File: src/rtl/pong_pkg.sv
// Shared state encoding, widths and ball-box type for the pong rule controller.
package pong_pkg;
  localparam int COORD_W = 12;
  localparam int SCORE_W = 4;
  localparam int CW1     = COORD_W + 1;

  typedef enum logic [2:0] {
    ST_IDLE  = 3'd0,
    ST_SERVE = 3'd1,
    ST_PLAY  = 3'd2,
    ST_POINT = 3'd3,
    ST_OVER  = 3'd4
  } state_e;

  typedef struct packed {
    logic [COORD_W-1:0] x1;
    logic [COORD_W-1:0] x2;
    logic [COORD_W-1:0] y1;
    logic [COORD_W-1:0] y2;
  } ball_box_t;

  // One spare bit so pad + size never wraps in the range compares.
  function automatic logic [COORD_W:0] ext(input logic [COORD_W-1:0] v);
    return {1'b0, v};
  endfunction
endpackage

File: src/rtl/pong_rules_if.sv
// Animator/paddle-facing signal bundle of the pong rule controller.
interface pong_rules_if;
  import pong_pkg::*;

  logic               i_ani_stb;
  logic               i_start;
  logic [COORD_W-1:0] i_ball_x1;
  logic [COORD_W-1:0] i_ball_x2;
  logic [COORD_W-1:0] i_ball_y1;
  logic [COORD_W-1:0] i_ball_y2;
  logic [COORD_W-1:0] i_pad_l_y;
  logic [COORD_W-1:0] i_pad_r_y;
  logic               o_animate;
  logic               o_ball_rst;
  logic               o_hit_l;
  logic               o_hit_r;
  logic [SCORE_W-1:0] o_score_l;
  logic [SCORE_W-1:0] o_score_r;
  logic [2:0]         o_state;
  logic               o_game_over;
  logic [7:0]         o_rally;

  modport slave (
    input  i_ani_stb, i_start, i_ball_x1, i_ball_x2, i_ball_y1, i_ball_y2,
           i_pad_l_y, i_pad_r_y,
    output o_animate, o_ball_rst, o_hit_l, o_hit_r, o_score_l, o_score_r,
           o_state, o_game_over, o_rally
  );

  modport master (
    output i_ani_stb, i_start, i_ball_x1, i_ball_x2, i_ball_y1, i_ball_y2,
           i_pad_l_y, i_pad_r_y,
    input  o_animate, o_ball_rst, o_hit_l, o_hit_r, o_score_l, o_score_r,
           o_state, o_game_over, o_rally
  );
endinterface

File: src/rtl/pong_box_hit.sv
// Combinational ball-box vs paddle overlap test, one instance per paddle.
module pong_box_hit import pong_pkg::*; #(
  parameter int PAD_W = 10,
  parameter int PAD_H = 80
) (
  input  ball_box_t          i_box,
  input  logic [COORD_W-1:0] i_pad_x,
  input  logic [COORD_W-1:0] i_pad_y,
  output logic               o_hit
);
  localparam logic [COORD_W:0] W_EXT = CW1'(PAD_W);
  localparam logic [COORD_W:0] H_M1  = CW1'(PAD_H - 1);

  logic x_ovl;
  logic y_ovl;

  always_comb begin
    x_ovl = (ext(i_box.x1) <= ext(i_pad_x) + W_EXT) && (ext(i_box.x2) >= ext(i_pad_x));
    y_ovl = (ext(i_box.y2) >= ext(i_pad_y)) && (ext(i_box.y1) <= ext(i_pad_y) + H_M1);
    o_hit = x_ovl && y_ovl;
  end
endmodule

File: src/rtl/pong_rules.sv
// Pong game-rule controller: hit/miss detection, scoring and serve/play sequencing.
// Optional rally counter is built only when PONG_RALLY_EN is defined.
module pong_rules import pong_pkg::*; #(
  parameter int D_WIDTH      = 640,
  parameter int PAD_W        = 10,
  parameter int PAD_H        = 80,
  parameter int PAD_XL       = 20,
  parameter int PAD_XR       = 610,
  parameter int WIN_SCORE    = 7,
  parameter int SERVE_FRAMES = 60
) (
  input  logic         i_clk,
  input  logic         i_rst,
  pong_rules_if.slave  bus
);
  localparam logic [COORD_W-1:0] PXL    = COORD_W'(PAD_XL);
  localparam logic [COORD_W-1:0] PXR    = COORD_W'(PAD_XR);
  localparam logic [COORD_W:0]   XL_LO  = CW1'(PAD_XL);
  localparam logic [COORD_W:0]   XL_HI  = CW1'(PAD_XL + PAD_W);
  localparam logic [COORD_W:0]   XR_LO  = CW1'(PAD_XR);
  localparam logic [COORD_W:0]   XR_HI  = CW1'(PAD_XR + PAD_W);
  localparam logic [COORD_W:0]   MISS_R = CW1'(D_WIDTH - 2);
  localparam logic [SCORE_W-1:0] WIN    = SCORE_W'(WIN_SCORE);

  ball_box_t box;
  logic      hit_l_raw, hit_r_raw;
  logic      in_xl, in_xr, miss_l, miss_r;

  assign box = {bus.i_ball_x1, bus.i_ball_x2, bus.i_ball_y1, bus.i_ball_y2};

  pong_box_hit #(.PAD_W(PAD_W), .PAD_H(PAD_H)) u_hit_l (
    .i_box(box), .i_pad_x(PXL), .i_pad_y(bus.i_pad_l_y), .o_hit(hit_l_raw)
  );
  pong_box_hit #(.PAD_W(PAD_W), .PAD_H(PAD_H)) u_hit_r (
    .i_box(box), .i_pad_x(PXR), .i_pad_y(bus.i_pad_r_y), .o_hit(hit_r_raw)
  );

  always_comb begin
    in_xl  = (ext(box.x1) <= XL_HI) && (ext(box.x2) >= XL_LO);
    in_xr  = (ext(box.x1) <= XR_HI) && (ext(box.x2) >= XR_LO);
    miss_l = ext(box.x1) <= CW1'(1);
    miss_r = ext(box.x2) >= MISS_R;
  end

  state_e             state_q, state_d;
  logic [7:0]         cnt_q, cnt_d;
  logic               armed_l_q, armed_l_d, armed_r_q, armed_r_d;
  logic               scorer_l_q, scorer_l_d;
  logic [SCORE_W-1:0] score_l_q, score_l_d, score_r_q, score_r_d;
  logic               ball_rst_q, ball_rst_d;
  logic               animate_q, animate_d;
  logic               hit_l_q, hit_l_d, hit_r_q, hit_r_d;
  logic               game_over_q, game_over_d;

  always_comb begin
    state_d    = state_q;
    cnt_d      = cnt_q;
    armed_l_d  = armed_l_q;
    armed_r_d  = armed_r_q;
    scorer_l_d = scorer_l_q;
    score_l_d  = score_l_q;
    score_r_d  = score_r_q;
    hit_l_d    = 1'b0;
    hit_r_d    = 1'b0;
    case (state_q)
      ST_IDLE, ST_OVER: begin
        if (bus.i_start) begin
          score_l_d = '0;
          score_r_d = '0;
          state_d   = ST_SERVE;
        end
      end
      ST_SERVE: begin
        // The first SERVE cycle only loads the counter; a strobe there is dropped.
        if (bus.i_ani_stb && !ball_rst_q) begin
          if (cnt_q <= 8'd1) begin
            cnt_d   = '0;
            state_d = ST_PLAY;
          end else begin
            cnt_d = cnt_q - 8'd1;
          end
        end
      end
      ST_PLAY: begin
        if (bus.i_ani_stb) begin
          if (!in_xl) armed_l_d = 1'b1;
          if (!in_xr) armed_r_d = 1'b1;
          // A disarmed geometric hit still owns its priority slot, so it also blocks misses.
          if (hit_l_raw) begin
            if (armed_l_q) begin
              hit_l_d   = 1'b1;
              armed_l_d = 1'b0;
            end
          end else if (hit_r_raw) begin
            if (armed_r_q) begin
              hit_r_d   = 1'b1;
              armed_r_d = 1'b0;
            end
          end else if (miss_l) begin
            scorer_l_d = 1'b0;
            state_d    = ST_POINT;
          end else if (miss_r) begin
            scorer_l_d = 1'b1;
            state_d    = ST_POINT;
          end
        end
      end
      ST_POINT: begin
        if (scorer_l_q) begin
          score_l_d = score_l_q + SCORE_W'(1);
          state_d   = (score_l_d == WIN) ? ST_OVER : ST_SERVE;
        end else begin
          score_r_d = score_r_q + SCORE_W'(1);
          state_d   = (score_r_d == WIN) ? ST_OVER : ST_SERVE;
        end
      end
      default: state_d = ST_IDLE;
    endcase

    ball_rst_d = (state_d == ST_SERVE) && (state_q != ST_SERVE);
    if (ball_rst_d) begin
      cnt_d     = 8'(SERVE_FRAMES);
      armed_l_d = 1'b1;
      armed_r_d = 1'b1;
    end
    animate_d   = (state_d == ST_PLAY);
    game_over_d = (state_d == ST_OVER);
  end

  always_ff @(posedge i_clk) begin
    if (i_rst) begin
      state_q     <= ST_IDLE;
      cnt_q       <= '0;
      armed_l_q   <= 1'b1;
      armed_r_q   <= 1'b1;
      scorer_l_q  <= 1'b0;
      score_l_q   <= '0;
      score_r_q   <= '0;
      ball_rst_q  <= 1'b0;
      animate_q   <= 1'b0;
      hit_l_q     <= 1'b0;
      hit_r_q     <= 1'b0;
      game_over_q <= 1'b0;
    end else begin
      state_q     <= state_d;
      cnt_q       <= cnt_d;
      armed_l_q   <= armed_l_d;
      armed_r_q   <= armed_r_d;
      scorer_l_q  <= scorer_l_d;
      score_l_q   <= score_l_d;
      score_r_q   <= score_r_d;
      ball_rst_q  <= ball_rst_d;
      animate_q   <= animate_d;
      hit_l_q     <= hit_l_d;
      hit_r_q     <= hit_r_d;
      game_over_q <= game_over_d;
    end
  end

`ifdef PONG_RALLY_EN
  logic [7:0] rally_q, rally_d;

  // Counts alongside the hit pulse so o_rally and o_hit_* update together.
  always_comb begin
    rally_d = rally_q;
    if (ball_rst_d) rally_d = '0;
    else if ((hit_l_d || hit_r_d) && (rally_q != 8'hFF)) rally_d = rally_q + 8'd1;
  end

  always_ff @(posedge i_clk) begin
    if (i_rst) rally_q <= '0;
    else       rally_q <= rally_d;
  end

  assign bus.o_rally = rally_q;
`else
  assign bus.o_rally = '0;
`endif

  assign bus.o_state     = state_q;
  assign bus.o_animate   = animate_q;
  assign bus.o_ball_rst  = ball_rst_q;
  assign bus.o_hit_l     = hit_l_q;
  assign bus.o_hit_r     = hit_r_q;
  assign bus.o_score_l   = score_l_q;
  assign bus.o_score_r   = score_r_q;
  assign bus.o_game_over = game_over_q;
endmodule
File: src/flat_wrapper.sv
// flat-port wrapper written by rule: the top's interface ports become plain ports
module pong_rules_flat import pong_pkg::*;
#(
  parameter int D_WIDTH      = 640,
  parameter int PAD_W        = 10,
  parameter int PAD_H        = 80,
  parameter int PAD_XL       = 20,
  parameter int PAD_XR       = 610,
  parameter int WIN_SCORE    = 7,
  parameter int SERVE_FRAMES = 60
)
  (i_clk, i_rst, bus_i_ani_stb, bus_i_start, bus_i_ball_x1, bus_i_ball_x2, bus_i_ball_y1, bus_i_ball_y2, bus_i_pad_l_y, bus_i_pad_r_y, bus_o_animate, bus_o_ball_rst, bus_o_hit_l, bus_o_hit_r, bus_o_score_l, bus_o_score_r, bus_o_state, bus_o_game_over, bus_o_rally);
  pong_rules_if bus_i ();
  input  logic i_clk;
  input  logic i_rst;
  input wire logic [$bits(bus_i.i_ani_stb)-1:0] bus_i_ani_stb;
  input wire logic [$bits(bus_i.i_start)-1:0] bus_i_start;
  input wire logic [$bits(bus_i.i_ball_x1)-1:0] bus_i_ball_x1;
  input wire logic [$bits(bus_i.i_ball_x2)-1:0] bus_i_ball_x2;
  input wire logic [$bits(bus_i.i_ball_y1)-1:0] bus_i_ball_y1;
  input wire logic [$bits(bus_i.i_ball_y2)-1:0] bus_i_ball_y2;
  input wire logic [$bits(bus_i.i_pad_l_y)-1:0] bus_i_pad_l_y;
  input wire logic [$bits(bus_i.i_pad_r_y)-1:0] bus_i_pad_r_y;
  output wire logic [$bits(bus_i.o_animate)-1:0] bus_o_animate;
  output wire logic [$bits(bus_i.o_ball_rst)-1:0] bus_o_ball_rst;
  output wire logic [$bits(bus_i.o_hit_l)-1:0] bus_o_hit_l;
  output wire logic [$bits(bus_i.o_hit_r)-1:0] bus_o_hit_r;
  output wire logic [$bits(bus_i.o_score_l)-1:0] bus_o_score_l;
  output wire logic [$bits(bus_i.o_score_r)-1:0] bus_o_score_r;
  output wire logic [$bits(bus_i.o_state)-1:0] bus_o_state;
  output wire logic [$bits(bus_i.o_game_over)-1:0] bus_o_game_over;
  output wire logic [$bits(bus_i.o_rally)-1:0] bus_o_rally;
  assign bus_i.i_ani_stb = bus_i_ani_stb;
  assign bus_i.i_start = bus_i_start;
  assign bus_i.i_ball_x1 = bus_i_ball_x1;
  assign bus_i.i_ball_x2 = bus_i_ball_x2;
  assign bus_i.i_ball_y1 = bus_i_ball_y1;
  assign bus_i.i_ball_y2 = bus_i_ball_y2;
  assign bus_i.i_pad_l_y = bus_i_pad_l_y;
  assign bus_i.i_pad_r_y = bus_i_pad_r_y;
  assign bus_o_animate = bus_i.o_animate;
  assign bus_o_ball_rst = bus_i.o_ball_rst;
  assign bus_o_hit_l = bus_i.o_hit_l;
  assign bus_o_hit_r = bus_i.o_hit_r;
  assign bus_o_score_l = bus_i.o_score_l;
  assign bus_o_score_r = bus_i.o_score_r;
  assign bus_o_state = bus_i.o_state;
  assign bus_o_game_over = bus_i.o_game_over;
  assign bus_o_rally = bus_i.o_rally;
  pong_rules #(.D_WIDTH(D_WIDTH), .PAD_W(PAD_W), .PAD_H(PAD_H), .PAD_XL(PAD_XL), .PAD_XR(PAD_XR), .WIN_SCORE(WIN_SCORE), .SERVE_FRAMES(SERVE_FRAMES)) u_core (.i_clk(i_clk), .i_rst(i_rst), .bus(bus_i));
endmodule
File: config.mk
export PLATFORM = sky130hd
export DESIGN_NAME = pong_rules_flat
export DESIGN_NICKNAME = d
export VERILOG_FILES = /design/src/rtl/pong_pkg.sv /design/src/rtl/pong_rules_if.sv /design/src/rtl/pong_box_hit.sv /design/src/rtl/pong_rules.sv /design/src/flat_wrapper.sv
export SDC_FILE = /design/constraint.sdc
export NUM_CORES = 1
export LEC_CHECK = 0
export CORE_ASPECT_RATIO = 0.6
export CORE_MARGIN = 8
export CORE_UTILIZATION = 43
export CTS_CLUSTER_SIZE = 24
export DETAILED_ROUTE_END_ITERATION = 8
export PLACE_DENSITY_LB_ADDON = 0.15
export SLEW_MARGIN = 0
export SYNTH_ARGS = -nofsm -noshare
export SYNTH_HDL_FRONTEND = slang
export SYNTH_SLANG_ARGS = --single-unit
File: constraint.sdc
create_clock -name i_clk -period 3.5 [get_ports i_clk]
set_input_delay 0.7 -clock i_clk [delete_from_list [all_inputs] [get_ports i_clk]]
set_output_delay 0.7 -clock i_clk [all_outputs]
set_load 0.02 [all_outputs]
==> results.txt <==
status = finished with violations
failing checks = setup timing
WHS = 0.488 ns
Period minus WS final = 3.58 ns
final setup vio count = 12
antenna-violating nets left = 0
hold path cells = 2
Critical Path End Type = flip-flop
post-route insts no fill = 616
Synth Flop Type = dfxtp_1
DIE AREA = 0.0101 sq mm
GR Overflow Total = 0
worst r2r src = u_core.cnt_q[3]$_SDFFE_PP0P_
CTS tree = done
Slew Limit Fails = 0
Layout Nets = 662
total of warnings raised by yosys = 0
slowest stage delay, CP = 0.40 ns
area share of and/or/nand/nor cells after synthesis = 0.239
syn_area_per_cell = 7.90 sq um
XOR/XNOR Fraction of Synth Area = 0.0864
GP Congestion = 0.855
die width = 125 um
Critical Path AT = 3.77 ns
mux contribution to synthesized area = 0
vias in the first global route = 3414
Detailed Routing Iterations Pass 1 = 4
Site Rows = 23
post-synth top area share = 0.230
clock tree buffer depth = 2
die extent in y = 81.1 um
Tightest Pin Transition = 0.766 ns
Post-synth EDFFs = 0
via-per-instance ratio = 5.35
H-tree depth = 1
max_slew headroom = 0.488
CP Launch Point = bus_i_pad_l_y[1]
ratio of cells with drive above 1 in the final layout = 0.187
Worst EP required = 3.70 ns
Area Growth Syn to Fin = 54.4%
Clock Skew = 0.00623 ns
dpl ws = -0.753 ns
#FFs+latches synth = 27
# IOs = 100
Max rail drop VDD = 0.259 mV
synth top area cells = ha_1, dfxtp_1, xnor2_1
critical path, cell by cell = buf_8 > inv_6 > ha_4 > or3b_4 > a31oi_4 > buf_6 > nor2_2 > xnor2_1 > ha_1 > nand2_2 > or3_4 > a211o_1 > a31o_4 > a21oi_4 > buf_6 > a31oi_4 > o22ai_1
final hold viol count = 0
largest family of logic cells by synthesized area = simple AND/OR/NAND/NOR gates
starting density of the core = 0.450
core area = 0.00676 sq mm
Placed Cells = 600
routed vias = 3297
DRC Markers = 0
Worst Path Max Fanout = 4
number of buffers added on ports = 90
global-route wire length before repair = 16.5 mm
mapped cell area = 0.00304 sq mm
fmax = 280 MHz
Cells after Synth = 385
clk root buf = clkbuf_16
GRT Util Overall = 0.195
Netlist cell types = 62
pin count of the biggest net entering global routing = 20
fraction of registers with async set or reset after synthesis = 0
hold path start = u_core.bus.o_score_r[3]$_SDFFE_PP0P_
cell taking the most area after synthesis = ha_1
Synth Area in Compound Gates = 0.200
Clock Sinks = 27
insertion delay to the later sink of the worst-skew pair = 0.27 ns
R2R cell count = 7
Seq/Total Area, Yosys = 0.178
total leakage power = 2.06 nW
WL/cell = 16.4 um
HP Class = flip-flop to flip-flop
Slowest-stage cell, CP = or3b_4
Detail Placement HPWL = 8.34 mm
PwrDens = 249 mW/mm^2
Startpoint Class = input pin
r2r setup slk = 1.15 ns
kind of critical path = input pin to flip-flop
initial antenna violation count = 0
First DRT Iteration DRCs = 144
worst setup margin = -0.0760 ns
final wirelength = 10.1 mm
Max Cap Violations = 0
clk slew on worst S/H paths = 0.07 ns
Final period util = 1.02
RSZ-0062 raised after global routing = yes
Antenna diodes = 0
Num CTS Buffers = 3
Adder-Cell Fraction of Synth Area = 0.230
[through the flow]
stage                     cell area (sq um)   util  TNS [ns]  power (mW)
after floorplan                        3080      -   -0.0255       0.639
after global routing                   4700  0.694     -1.99        1.25
after CTS                              4620  0.684    -0.783        1.16
after detailed placement               4340  0.641    -10.80       0.857
final                                  4700  0.694    -0.507        1.17
after global placement                 4340  0.641     -9.20       0.840
[cells by family after synthesis]
kind of cell | Yosys count
DFF | 27
buffers and inverters | 45
xor gates and xnor gates | 30
and+or+nand+nor | 138
adders and majority gates | 56
other | 1
AOI/OAI and AO/OA | 88
[synth_stat cells, types with 3 or more instances]
library cell / n
ha_1: 56
nor2_1: 36
inv_1: 33
nand2_1: 30
a21oi_1: 28
dfxtp_1: 27
xnor2_1: 23
nor3_1: 15
nand3_1: 11
o21ai_0: 10
buf_4: 8
xor2_1: 7
and3_1: 6
nand4_1: 6
nor2b_1: 6
a211oi_1: 5
o22ai_1: 5
a21o_1: 4
a31oi_1: 4
nor4_1: 4
a211o_1: 3
and2_1: 3
nand2b_1: 3
nand3b_1: 3
o2111ai_1: 3
o31ai_1: 3
or3_1: 3
[sequential cells by signal, summed over array words and instances (netlist names)]
register,count
u_core.armed_l_q,1
u_core.scorer_l_q,1
u_core.bus.o_ball_rst,1
u_core.bus.o_game_over,1
u_core.armed_r_q,1
u_core.bus.o_animate,1
u_core.bus.o_state,3
u_core.cnt_q,8
u_core.bus.o_hit_l,1
u_core.bus.o_score_r,4
u_core.bus.o_score_l,4
u_core.bus.o_hit_r,1
[where the power goes]
| group | switching [mW] | total, mW | internal (mW) |
|---|---|---|---|
| Combinational | 0.270 | 0.551 | 0.281 |
| Sequential | 0.0290 | 0.359 | 0.330 |
| Clock | 0.108 | 0.262 | 0.154 |
[metal layers]
layer	vias to the layer above	GRT usage	wire (um)
li1	1673	-	-
met1	1505	0.267	5010
met2	107	0.304	4240
met3	12	0.0539	719
met4	0	0.0335	119
met5	-	0	0
[final timing paths]
kind                                           to
min reg2reg  u_core.bus.o_score_r[3]$_SDFFE_PP0P_
max                  u_core.cnt_q[4]$_SDFFE_PP0P_
min          u_core.bus.o_score_r[3]$_SDFFE_PP0P_
max reg2reg         u_core.armed_l_q$_SDFFE_PP1P_
[final cells by class]
cell class                      instances  area (sq um)
Sequential cell                        27           541
Inverter                               34           135
Clock buffer                            3          75.1
Multi-Input combinational cell        321          2520
Tap cell                               87           109
Timing Repair Buffer                  143          1310
Clock inverter                          1          5.00
Fill cell                             541          2070
[critical path, delay by kind of cell]
| family | cells | cell delay, ns |
|---|---|---|
| AOI/OAI and AO/OA | 6 | 1.21 |
| xor gates and xnor gates | 1 | 0.13 |
| adders and majority gates | 2 | 0.44 |
| buffers and inverters | 4 | 0.44 |
| and+or+nand+nor | 4 | 0.83 |
[cells in the final DEF (no fill, tap or decap), types with 7 or more instances in the layout]
cell / Yosys / routed
xor2_1: 7 / 7
a21oi_1: 28 / 27
o21ai_0: 10 / 10
xnor2_1: 23 / 23
clkdlybuf4s50_1: 0 / 82
nor2_1: 36 / 35
dfxtp_1: 27 / 27
nand2_1: 30 / 27
ha_1: 56 / 55
nor3_1: 15 / 10
inv_1: 33 / 31
buf_4: 8 / 48
nand3_1: 11 / 10
conb_1: 1 / 8
[repair_timing]
| item | CTS | global route |
|---|---|---|
| cloned | 1 | 0 |
| resized for setup | 48 | 14 |
| pin swaps | 29 | 19 |
| hold buffers | 0 | 0 |
| endpoints found under the setup margin | 16 | 16 |
| setup buffers | 9 | 3 |
Power figures use the tool's default switching activity.
